==> src/rtl/spike_packet_decoder_if.sv <==
// Flit-in / spike-out bundle between a router output port, the decoder and the neuron datapath.
// master = flit source plus spike consumer, slave = the decoder.
interface spike_packet_decoder_if #(
   parameter int FLIT_SIZE  = 4,
   parameter int NUM_AXONS  = 2,
   parameter int STEP_WIDTH = 8
);
   logic                  start;
   logic [FLIT_SIZE-1:0]  flit_in;
   logic                  flit_valid;
   logic                  full;
   logic [NUM_AXONS-1:0]  spike_out;
   logic                  spike_valid;
   logic [STEP_WIDTH-1:0] step_cnt;
   logic                  pkt_accept;
   logic                  pkt_drop;

   modport master (
      output start, flit_in, flit_valid,
      input  full, spike_out, spike_valid, step_cnt, pkt_accept, pkt_drop
   );

   modport slave (
      input  start, flit_in, flit_valid,
      output full, spike_out, spike_valid, step_cnt, pkt_accept, pkt_drop
   );
endinterface

==> src/rtl/spike_packet_decoder.sv <==
// Reassembles flits into spike packets, filters them by time-step tag and axon id, and
// double-buffers accepted spikes into spike_out on every start pulse.
module spike_packet_decoder #(
   parameter int PACKET_SIZE        = 32,
   parameter int FLIT_SIZE          = 4,
   parameter int NUM_AXONS          = 2,
   parameter int AXON_CNT_BIT_WIDTH = 1,
   parameter int STEP_WIDTH         = 8
) (
   input  logic                  clk,
   input  logic                  rst_n,
   spike_packet_decoder_if.slave bus
);
   localparam int FLITS  = PACKET_SIZE / FLIT_SIZE;
   localparam int CNT_W  = $clog2(FLITS + 1);
   localparam int ID_W   = 16;
   // Only tag + id are kept; the routing header simply falls off the top of the shifter.
   localparam int KEEP_W = STEP_WIDTH + ID_W;

   typedef struct packed {
      logic [STEP_WIDTH-1:0] tag;
      logic [ID_W-1:0]       id;
   } pkt_t;

   typedef enum logic [1:0] {IDLE, RECV, DECODE} state_t;

   state_t                state, state_nxt;
   logic [CNT_W-1:0]      cnt;
   logic [KEEP_W-1:0]     sreg;
   pkt_t                  pkt;
   logic [NUM_AXONS-1:0]  accum, spike_out_r, hit;
   logic [STEP_WIDTH-1:0] step_cnt_r;
   logic                  spike_valid_r;
   logic                  full_c, accept_c, drop_c;
   logic                  tag_ok, id_ok, shift_en;

   assign pkt      = sreg;
   assign shift_en = bus.flit_valid && (state != DECODE);
   assign tag_ok   = (pkt.tag == step_cnt_r);
   assign id_ok    = (pkt.id[ID_W-1:AXON_CNT_BIT_WIDTH] == '0) && (pkt.id < ID_W'(NUM_AXONS));

   always_ff @(posedge clk or negedge rst_n) begin
      if (!rst_n) state <= IDLE;
      else        state <= state_nxt;
   end

   always_comb begin
      state_nxt = state;
      case (state)
         IDLE:    if (bus.flit_valid) state_nxt = RECV;
         RECV:    if (bus.flit_valid && cnt == CNT_W'(FLITS - 1)) state_nxt = DECODE;
         DECODE:  state_nxt = IDLE;
         default: state_nxt = IDLE;
      endcase
   end

   // A flit arriving while DECODE is busy is discarded and reported as a drop.
   always_comb begin
      full_c   = 1'b0;
      accept_c = 1'b0;
      drop_c   = 1'b0;
      if (state == DECODE) begin
         full_c   = 1'b1;
         accept_c = tag_ok && id_ok;
         drop_c   = !(tag_ok && id_ok) || bus.flit_valid;
      end
   end

   always_ff @(posedge clk or negedge rst_n) begin
      if (!rst_n) begin
         cnt  <= '0;
         sreg <= '0;
      end else if (shift_en) begin
         sreg <= {sreg[KEEP_W-FLIT_SIZE-1:0], bus.flit_in};
         cnt  <= (state == IDLE) ? CNT_W'(1) : cnt + CNT_W'(1);
      end else if (state == DECODE) begin
         cnt  <= '0;
      end
   end

   for (genvar a = 0; a < NUM_AXONS; a++) begin : g_axon
      assign hit[a] = accept_c && (pkt.id[AXON_CNT_BIT_WIDTH-1:0] == AXON_CNT_BIT_WIDTH'(a));
   end

   // A packet decoded in the start cycle was tagged for the closing step, so it joins spike_out.
   always_ff @(posedge clk or negedge rst_n) begin
      if (!rst_n) begin
         accum         <= '0;
         spike_out_r   <= '0;
         step_cnt_r    <= '0;
         spike_valid_r <= 1'b0;
      end else begin
         spike_valid_r <= bus.start;
         if (bus.start) begin
            spike_out_r <= accum | hit;
            accum       <= '0;
            step_cnt_r  <= step_cnt_r + STEP_WIDTH'(1);
         end else begin
            accum       <= accum | hit;
         end
      end
   end

   assign bus.full        = full_c;
   assign bus.pkt_accept  = accept_c;
   assign bus.pkt_drop    = drop_c;
   assign bus.spike_out   = spike_out_r;
   assign bus.spike_valid = spike_valid_r;
   assign bus.step_cnt    = step_cnt_r;
endmodule

==> src/flat_wrapper.sv <==
// flat-port wrapper written by rule: the top's interface ports become plain ports
module spike_packet_decoder_flat 
#(
   parameter int PACKET_SIZE        = 32,
   parameter int FLIT_SIZE          = 4,
   parameter int NUM_AXONS          = 2,
   parameter int AXON_CNT_BIT_WIDTH = 1,
   parameter int STEP_WIDTH         = 8
)
  (clk, rst_n, bus_start, bus_flit_in, bus_flit_valid, bus_full, bus_spike_out, bus_spike_valid, bus_step_cnt, bus_pkt_accept, bus_pkt_drop);
  spike_packet_decoder_if #(.FLIT_SIZE(FLIT_SIZE), .NUM_AXONS(NUM_AXONS), .STEP_WIDTH(STEP_WIDTH)) bus_i ();
  input  logic clk;
  input  logic rst_n;
  input wire logic [$bits(bus_i.start)-1:0] bus_start;
  input wire logic [$bits(bus_i.flit_in)-1:0] bus_flit_in;
  input wire logic [$bits(bus_i.flit_valid)-1:0] bus_flit_valid;
  output wire logic [$bits(bus_i.full)-1:0] bus_full;
  output wire logic [$bits(bus_i.spike_out)-1:0] bus_spike_out;
  output wire logic [$bits(bus_i.spike_valid)-1:0] bus_spike_valid;
  output wire logic [$bits(bus_i.step_cnt)-1:0] bus_step_cnt;
  output wire logic [$bits(bus_i.pkt_accept)-1:0] bus_pkt_accept;
  output wire logic [$bits(bus_i.pkt_drop)-1:0] bus_pkt_drop;
  assign bus_i.start = bus_start;
  assign bus_i.flit_in = bus_flit_in;
  assign bus_i.flit_valid = bus_flit_valid;
  assign bus_full = bus_i.full;
  assign bus_spike_out = bus_i.spike_out;
  assign bus_spike_valid = bus_i.spike_valid;
  assign bus_step_cnt = bus_i.step_cnt;
  assign bus_pkt_accept = bus_i.pkt_accept;
  assign bus_pkt_drop = bus_i.pkt_drop;
  spike_packet_decoder #(.PACKET_SIZE(PACKET_SIZE), .FLIT_SIZE(FLIT_SIZE), .NUM_AXONS(NUM_AXONS), .AXON_CNT_BIT_WIDTH(AXON_CNT_BIT_WIDTH), .STEP_WIDTH(STEP_WIDTH)) u_core (.clk(clk), .rst_n(rst_n), .bus(bus_i));
endmodule
==> config.mk <==
export PLATFORM = sky130hd
export DESIGN_NAME = spike_packet_decoder_flat
export DESIGN_NICKNAME = d
export VERILOG_FILES = /design/src/rtl/spike_packet_decoder_if.sv /design/src/rtl/spike_packet_decoder.sv /design/src/flat_wrapper.sv
export SDC_FILE = /design/constraint.sdc
export NUM_CORES = 1
export LEC_CHECK = 0
export CAP_MARGIN = 20
export CORE_MARGIN = 2
export CORE_UTILIZATION = 40
export DETAILED_ROUTE_END_ITERATION = 7
export DONT_BUFFER_PORTS = 1
export HOLD_SLACK_MARGIN = 0.03
export PLACE_DENSITY = 0.66
export SLEW_MARGIN = 25
export SYNTH_ARGS = -nofsm -noshare
export SYNTH_HDL_FRONTEND = slang
export SYNTH_SLANG_ARGS = --single-unit
==> constraint.sdc <==
create_clock -name clk -period 3.66 [get_ports clk]
set_clock_uncertainty 0.2 [all_clocks]
set_input_delay 0.366 -clock clk [delete_from_list [all_inputs] [get_ports clk]]
set_output_delay 0.366 -clock clk [all_outputs]
set_load 0.1 [all_outputs]
* After elaboration in Yosys (flattened, before gate mapping) *
Cells that the tools add are included.
W data, S select, Z words.

storage, ports and cells
  flip-flop bits (word level) = 43
  memories = 0
  output and inout bits = 14
  memory bits (writable) = 0
  ROM bits = 0
  bits of input ports = 8
  bits in latches = 0
  word-level logic and storage cells = 41

operators by class
  shift operators = 0
  order comparisons = 1
  $mul = 0
  equality and inequality tests = 7
  bitwise gates (word level) = 2
  $add $sub $neg = 2
  reductions and logical operators = 12
  div/mod/pow operators = 0
  mux-type cells = 10

operators by type and width
  kind                   number
  $lt A16 B2 Y1 const B  1
  $logic_not A15 Y1      1
  $mux W4                3
  $add A8 B1 Y8 const B  1
  $eq A8 B8 Y1           1
  $logic_and A1 B1 Y1    6
  $mux W2                3
  $add A4 B1 Y4 const B  1
  $eq A4 B3 Y1 const B   1
  $ne A2 B2 Y1 const B   2
  $pmux W2 S2            1
  $mux W1                3
  $eq A2 B1 Y1 const B   1
  $eq A2 B2 Y1 const B   1
  $logic_not A2 Y1       1
  $ne A2 B1 Y1 const B   1
  $or A2 B2 Y2           1
  $reduce_and A2 Y1      1
  $reduce_bool A2 Y1     1
  $logic_not A1 Y1       1
  $logic_or A1 B1 Y1     1
  $not A1 Y1             1

* Depth between registers and ports, before layout *
Gate-level depths: netlist of run 1.

  depth in word-level cells = 7
  gate-level depth with buffers = 5

* Least setup slack after synthesis of run 1 *
Ideal clock, no wire load.

  path type = register to output
  start point = reg u_core.step_cnt_r[3], in the netlist u_core.bus.step_cnt[3]
  end point = out bus_pkt_accept
  stages on the path, launching flop included = 5
  path slack = 0.722 ns
  data arrival time = 2.372 ns
  required time = 3.094 ns
  buffers on the path = 0
  cell sequence = dfrtp_1 -> xor2_1 -> nor4_2 -> nand4_1 -> inv_1

on the way
  cells in the longest elaborated chain, start to end = 3

RTL lines
  element                   line                        RTL
  start: declaration        spike_packet_decoder.sv:32  logic [STEP_WIDTH-1:0] step_cnt_r;
  start signal: assignment  spike_packet_decoder.sv:97  step_cnt_r <= step_cnt_r + STEP_WIDTH'(1);
  $eq A8 B8 Y1              spike_packet_decoder.sv:39  assign tag_ok = (pkt.tag == step_cnt_r);
  $logic_and A1 B1 Y1       spike_packet_decoder.sv:64  accept_c = tag_ok && id_ok;
  $mux W1                   spike_packet_decoder.sv:62  if (state == DECODE) begin
  end: declaration          flat_wrapper.sv:21          output wire logic [$bits(bus_i.pkt_accept)-1:0] bus_pkt_accept;

Every way passes these cells.

* Worst setup path after layout of run 1 *
  start point = reg u_core.step_cnt_r[4], in the netlist u_core.bus.step_cnt[4]
  end point = out bus_pkt_drop

on the way
  cells in the longest elaborated chain, start to end = 5

RTL lines
  element              line                        RTL
  $eq A8 B8 Y1         spike_packet_decoder.sv:39
  $logic_and A1 B1 Y1  spike_packet_decoder.sv:65  drop_c = !(tag_ok && id_ok) || bus.flit_valid;
  $logic_not A1 Y1     spike_packet_decoder.sv:65
  $logic_or A1 B1 Y1   spike_packet_decoder.sv:65
  $mux W1              spike_packet_decoder.sv:62
  end: declaration     flat_wrapper.sv:22          output wire logic [$bits(bus_i.pkt_drop)-1:0] bus_pkt_drop;

Every way passes these cells.

==> results of run 1 <==
## where the power goes
group,leakage [nW],switching [W],total (W),internal [W]
clock network,0.0470,0.000153,0.000301,0.000148
logic,0.392,0.000500,0.000726,0.000226
registers,0.518,0.000130,0.000750,0.000620
## worst max-delay path, cell delays in order, from the launching register on
cell and delay (ns):
dfrtp_1 0.38, buf_4 0.24, xor2_1 0.21, nor4_2 0.37, nand3_1 0.13, o21a_1 0.55
## cell usage in the layout (no fill, tap or decap), types with 4 or more instances in the layout
master,instances
nor2_1,6
dlygate4sd3_1,8
mux2_1,20
xnor2_1,4
o21ai_0,4
inv_1,5
nand4_1,7
nor4_1,4
clkbuf_8,6
dfrtp_1,43
xor2_1,11
buf_4,10
nand2_1,7
mux2_2,6
## path summary, 6_finish.rpt
path	to	slack [ns]	start	cells after the start
min in group asynchronous	u_core.bus.spike_valid	0.33	rst_n	2
max in group asynchronous	u_core.pkt[9]	2.72	rst_n	2
worst min-delay path	u_core.bus.spike_out[0]	0.05	bus_start	2
worst max register to register	u_core.bus.spike_out[0]	1.77	u_core.bus.step_cnt[4]	5
worst max-delay path	bus_pkt_drop	0.92	u_core.bus.step_cnt[4]	5
worst min register to register	u_core.state[1]	0.28	u_core.cnt[3]	1
## cell families (layout without fill, tap and decap cells)
| group | Yosys count | count (layout) | synth area share [%] |
|---|---|---|---|
| buffers and inverters | 9 | 31 | 2.58 |
| xor gates and xnor gates | 15 | 15 | 6.95 |
| adders and majority gates | 2 | 2 | 1.32 |
| AOI/OAI and AO/OA | 14 | 14 | 4.50 |
| muxes | 28 | 28 | 16.6 |
| DFF | 43 | 43 | 57.0 |
| and+or+nand+nor | 35 | 35 | 11.1 |
## sequential cells by signal, indices dropped and copies added (netlist names)
register and count:
u_core.pkt 24, u_core.bus.step_cnt 8, u_core.cnt 4, u_core.accum 2
u_core.bus.spike_out 2, u_core.state 2, u_core.bus.spike_valid 1
## final cells by class
cell class	count	area share, %
multi-input combinational	94	34.9
inverter	5	0.857
clock buffer	6	3.77
clock inverter	1	0.229
timing repair buffer	19	8.00
sequential	43	49.1
tap	54	3.09
## per-layer routing
metal | routed length [um] | GRT usage (%) | part of all wire, % | vias up
met5 | 0 | 0 | 0 | -
met4 | 70 | 5.97 | 2.1 | 0
met3 | 120 | 4.56 | 3.5 | 6
met2 | 1700 | 23.9 | 50 | 23
met1 | 1500 | 17.6 | 44 | 604
li1 | - | - | - | 562
## per-stage QoR
step                area [um2]  hold WS, ns
floorplan                 1890       -0.130
CTS                       2190       0.0329
global route              2190       0.0405
global placement          2000       -0.129
finish                    2190       0.0466
detailed placement        2000       -0.129
==> metrics.md, run 1 <==
| Metric | Value |
|---|---|
| Worst endpoint required time | 3.09 ns |
| Critical Path AT | between 2 and 2.5 ns |
| Io pins | 22 |
| Register bit total from synthesis | 43 |
| Synth area leader | dfrtp_1 |
| First-pass detailed-route iteration total | 4 |
| Post-CTS Setup Bufs | 0 |
| Final worst slack | roughly 0.9 ns |
| Total Routed Length | approximately 3400 um |
| Final net count | 178 |
| Syn Nets | 156 |
| GP Congestion | 0.749 |
| Leakage power | around 0.96 nW |
| Total core area | 0.00463 mm2 |
| Most frequent cell after synthesis | dfrtp_1 |
| GRT overflow | 0 |
| Setup Crit Path Kind | reg -> out |
| Die width | 72.7 um |
| H-tree depth | 2 |
| Seq. cell area | roughly 0.0011 mm2 |
| Crit end category | primary output |
| First-pass GRT wire length | 5830 um |
| Post-synth ARST share | 100% |
| Clock Path Buffers | 2 |
| Slew @ Worst Pin | between 0.9 and 1 ns |
| Synth Area per Inst | 12.9 um2 |
| Clk_lat worst skew | between 0.2 and 0.3 ns |
| Most used DFF post-synth | dfrtp_1 |
| Mapped Cells | approximately 150 |
| Synth top area cells | dfrtp_1 57%, mux2_1 12%, xor2_1 5.1% |
| # DRC | 0 |
| Sequential area share after synthesis | between 50% and 60% |
| Outcome | finished clean |
| Vias in the first global route | 1,261 |
| Cts bufs inserted | 5 |
| Mapped Area | 0.00189 mm2 |
| Setup violations, final | 0 |
| Synth Warn # | 0 |
| Syn-to-layout area delta | 15.9% |
| Maxcap violations | 0 |
| Startpoint types | flop |
| Fin. Hold Viols | 0 |
| Layout cells sized above 1 | 16.7% |
| Pin count of the biggest net entering global routing | 44 |
| Count of different cell masters after synthesis | 33 |
| Number of flops mapped to enable cells by yosys | 0 |
| Post-Place Setup Slack | 1.24 ns |
| Multi-input gate area | 764 um2 |
| Post-synth top area share | 57.0% |
| Cell Count Post-Placement | between 200 and 250 |
| Vias | 1,195 |
| Clk slew on worst S/H paths | roughly 0.080 ns |
| Setup TNS | 0 ns |
| CTS tree | yes |
| Worst Hold Class | in -> reg |
| Die height | just over 70 um |
| Iteration-0 DRC Markers | 89 |
| GRT Total Usage | 14.5% |
| Final Non-Filler Cells | 222 |
| Avg WL per Cell | 15.3 um |
| Antenna diode count | 0 |
| Die ar. | between 0.005 and 0.006 mm2 |
| Final min period | ~2.7 ns |
| Post-CTS resize count | 0 |
| Unrepaired setup endpoints after global routing | no |
| Initial Util | 40.8% |
| Power Total | 0.00178 W |
| Hpwl dp | 2320 um |
| ANT nets after route | 0 |
| End-of-flow core utilization | 47.3% |
| Count of pins over their slew limit | 0 |
| Max Fclk | ~0.36 GHz |
| CTS Sinks | 43 |
| PwrDens | 811 mW/mm2 |
| Peak VDD IR | ~350 uV |
| Crit Path Max Fanout | 5 |
| Period utilization | 75.0% |
| Slew headroom | 35.2% |
| Port Buffers | 0 |
| FP Rows | 25 |
| Fillers | 429 |
| Post-CTS Hold Fix Bufs | 9 |
| Synth top cells by count | 43 x dfrtp_1, 20 x mux2_1, 11 x xor2_1, 7 x nand2_1, 7 x nand4_1 |
| Root Buffer | clkbuf_8 |
| Initial antenna violation count | 0 |
| Drt via density | 5.38 |
No activity file was read; power rests on OpenSTA's default activity.
==> run 2: changes to the inputs <==
==> constraint.sdc (replaced) <==
create_clock -name clk -period 2.7 [get_ports clk]
set_clock_uncertainty 0.2 [all_clocks]
set_input_delay 0.27 -clock clk [delete_from_list [all_inputs] [get_ports clk]]
set_output_delay 0.27 -clock clk [all_outputs]
set_load 0.1 [all_outputs]
==> metrics.md, run 2 (synthesis results as in run 1) <==
| Metric | Value |
|---|---|
| Setup Crit Path Kind | reg -> out |
| Worst Hold Depth | 2 |
| FP Rows | 25 |
| Hold path endpoint | u_core.bus.step_cnt[3] |
| Slew headroom | 42.7% |
| Logic gate share of total power | 40.4% |
| # DRC | 0 |
| Syn-to-layout area delta | 18.3% |
| Worst endpoint required time | 2.23 ns |
| Cell Count Post-Placement | 209 |
| Post-CTS Setup Bufs | 0 |
| Clk_lat worst skew | 0.29 ns |
| Critical Path AT | 1.92 ns |
| Clock Path Buffers | 2 |
| RR Endpoint | u_core.pkt[21] |
| Largest stage delay on the critical path | 0.42 ns |
| Outcome | finished clean |
| Crit Path Max Fanout | 4 |
| P_sw | 0.00107 W |
| Fillers | 430 |
| Reg2reg setup slack | 0.82 ns |
| Worst Path Buf+Inv | 2 |
| Peak VDD IR | 545 uV |
| Hpwl dp | around 2500 um |
| CP max-delay cell | dfrtp_2 |
| Critical path, cell by cell | xor2_1 > nor4_2 > nand4_1 > clkinvlp_4 > buf_12 |
| Clock power share | roughly 17% |
| Largest delay contributor family on the critical path | simple AND/OR/NAND/NOR gates |
| Max Fclk | approximately 0.42 GHz |
| Commonest non-fill, non-tap cell in the layout | dfrtp_1 |
| H-tree depth | 2 |
| Largest register FFs | 24 |
| GP Congestion | just over 0.8 |
| Final min period | around 2.4 ns |
| FF-to-FF Start | u_core.state[0] |
| Die ar. | 0.00529 mm2 |
| Initial antenna violation count | 0 |
| Period utilization | 88.5% |
| Iteration-0 DRC Markers | 79 |
| Avg WL per Cell | 15.4 um |
| Worst hold start | bus_start |
| CTS tree | yes |
| Total core area | roughly 0.0046 mm2 |
| Die width | 72.7 um |
| Switching Fraction | 44.5% |
| Unrepaired setup endpoints after global routing | no |
| CTS Sinks | 43 |
| Vias in the first global route | 1,278 |
| Worst Hold Class | in -> reg |
| Worst Reg-to-Reg Cells | 3 |
| GRT overflow | 0 |
| Sequential power share | 43.0% |
| Startpoint types | flop |
| Most frequent cells in the layout | 38 x dfrtp_1, 20 x mux2_1, 11 x xor2_1, 11 x buf_4 |
| Port Buffers | 0 |
| Clk slew on worst S/H paths | 0.08 ns |
| Pin count of the biggest net entering global routing | 44 |
| Final net count | 180 |
| Leakage power | about 0.95 nW |
| PwrDens | 1080 mW/mm2 |
| Layout cells sized above 1 | 21.6% |
| First-pass GRT wire length | approximately 6000 um |
| Cts bufs inserted | 5 |
| Maxcap violations | 0 |
| Die height | approximately 73 um |
| Antenna diode count | 0 |
| Fin. Hold Viols | 0 |
| Count of pins over their slew limit | 0 |
| First-pass detailed-route iteration total | 4 |
| Drt via density | about 5.5 |
| Setup TNS | 0 ns |
| Crit end category | primary output |
| Io pins | 22 |
| Total Routed Length | 3470 um |
| Root Buffer | clkbuf_8 |
| Vias | ~1,200 |
| Slew @ Worst Pin | around 0.86 ns |
| GRT Total Usage | 15.2% |
| Final Non-Filler Cells | roughly 230 |
| Setup violations, final | 0 |
| Int Power | ~0.0013 W |
| Initial Util | 40.8% |
| ANT nets after route | 0 |
run 2: changes by cell type in the layout (fill, tap and decap cells not counted), sizes merged:
cell | previous run | this run
buf | 11 | 14
clkinvlp | 0 | 2
dlygate4sd3 | 8 | 7
inv | 5 | 4
run 2: timing repair:
action,CTS,global route
endpoints found under the hold margin,61,0
hold buffers,8,0
gates resized for setup,0,0
run 2: worst max-delay path by stage:
| stage | from | endpoint | slack, ns | cells after the start |
|---|---|---|---|---|
| finish | u_core.bus.step_cnt[5] | bus_pkt_accept | 0.31 | 5 |
| global route | u_core.bus.step_cnt[5] | bus_pkt_accept | 0.22 | 5 |
| CTS | u_core.bus.step_cnt[5] | bus_pkt_accept | 0.27 | 5 |
| detailed placement | u_core.bus.step_cnt[5] | bus_pkt_accept | 0.61 | 5 |
| global placement | u_core.bus.step_cnt[5] | bus_pkt_accept | 0.72 | 5 |
| floorplan | u_core.bus.step_cnt[0] | bus_pkt_drop | 0.09 | 4 |
run 2: routing by layer:
layer / vias up / wire length, um / share of wire, % / GRT usage, %
li1: 574 / - / - / -
met1: 636 / 1520 / 44 / 18.2
met2: 33 / 1740 / 50 / 25.1
met3: 4 / 153 / 4.4 / 5.52
met4: 0 / 55 / 1.6 / 5.56
met5: - / 0 / 0 / 0
run 2: stage by stage:
step	hold slack [ns]	setup slack (ns)	util (%)	area, um2	total power [W]
2_1_floorplan	-0.226	0.0916	-	1900	0.00178
3_3_place_gp	-0.224	0.720	44.5	2060	0.00195
3_5_place_dp	-0.224	0.605	44.5	2060	0.00200
4_1_cts	0.0320	0.274	48.3	2230	0.00243
5_1_grt	0.0534	0.217	48.3	2230	0.00255
6_report	0.0329	0.310	48.3	2230	0.00241
run 2: area by class of cell:
type / instances / area [um2] / area share, %
Clock buffer: 6 / 72.6 / 3.25
Clock inverter: 2 / 12.5 / 0.560
Inverter: 5 / 22.5 / 1.01
Multi-Input combinational cell: 94 / 764 / 34.2
Sequential cell: 43 / 1080 / 48.4
Tap cell: 54 / 67.6 / 3.02
Timing Repair Buffer: 21 / 213 / 9.52
run 2: power by group through the flow:
| stage | registers [W] | clock network, W | logic [W] |
|---|---|---|---|
| 2_1_floorplan | 0.00139 | 0 | 0.000390 |
| 3_3_place_gp | 0.00103 | 0 | 0.000922 |
| 3_5_place_dp | 0.00105 | 0 | 0.000952 |
| 4_1_cts | 0.00104 | 0.000408 | 0.000983 |
| 5_1_grt | 0.00107 | 0.000444 | 0.00105 |
| 6_report | 0.00104 | 0.000399 | 0.000972 |
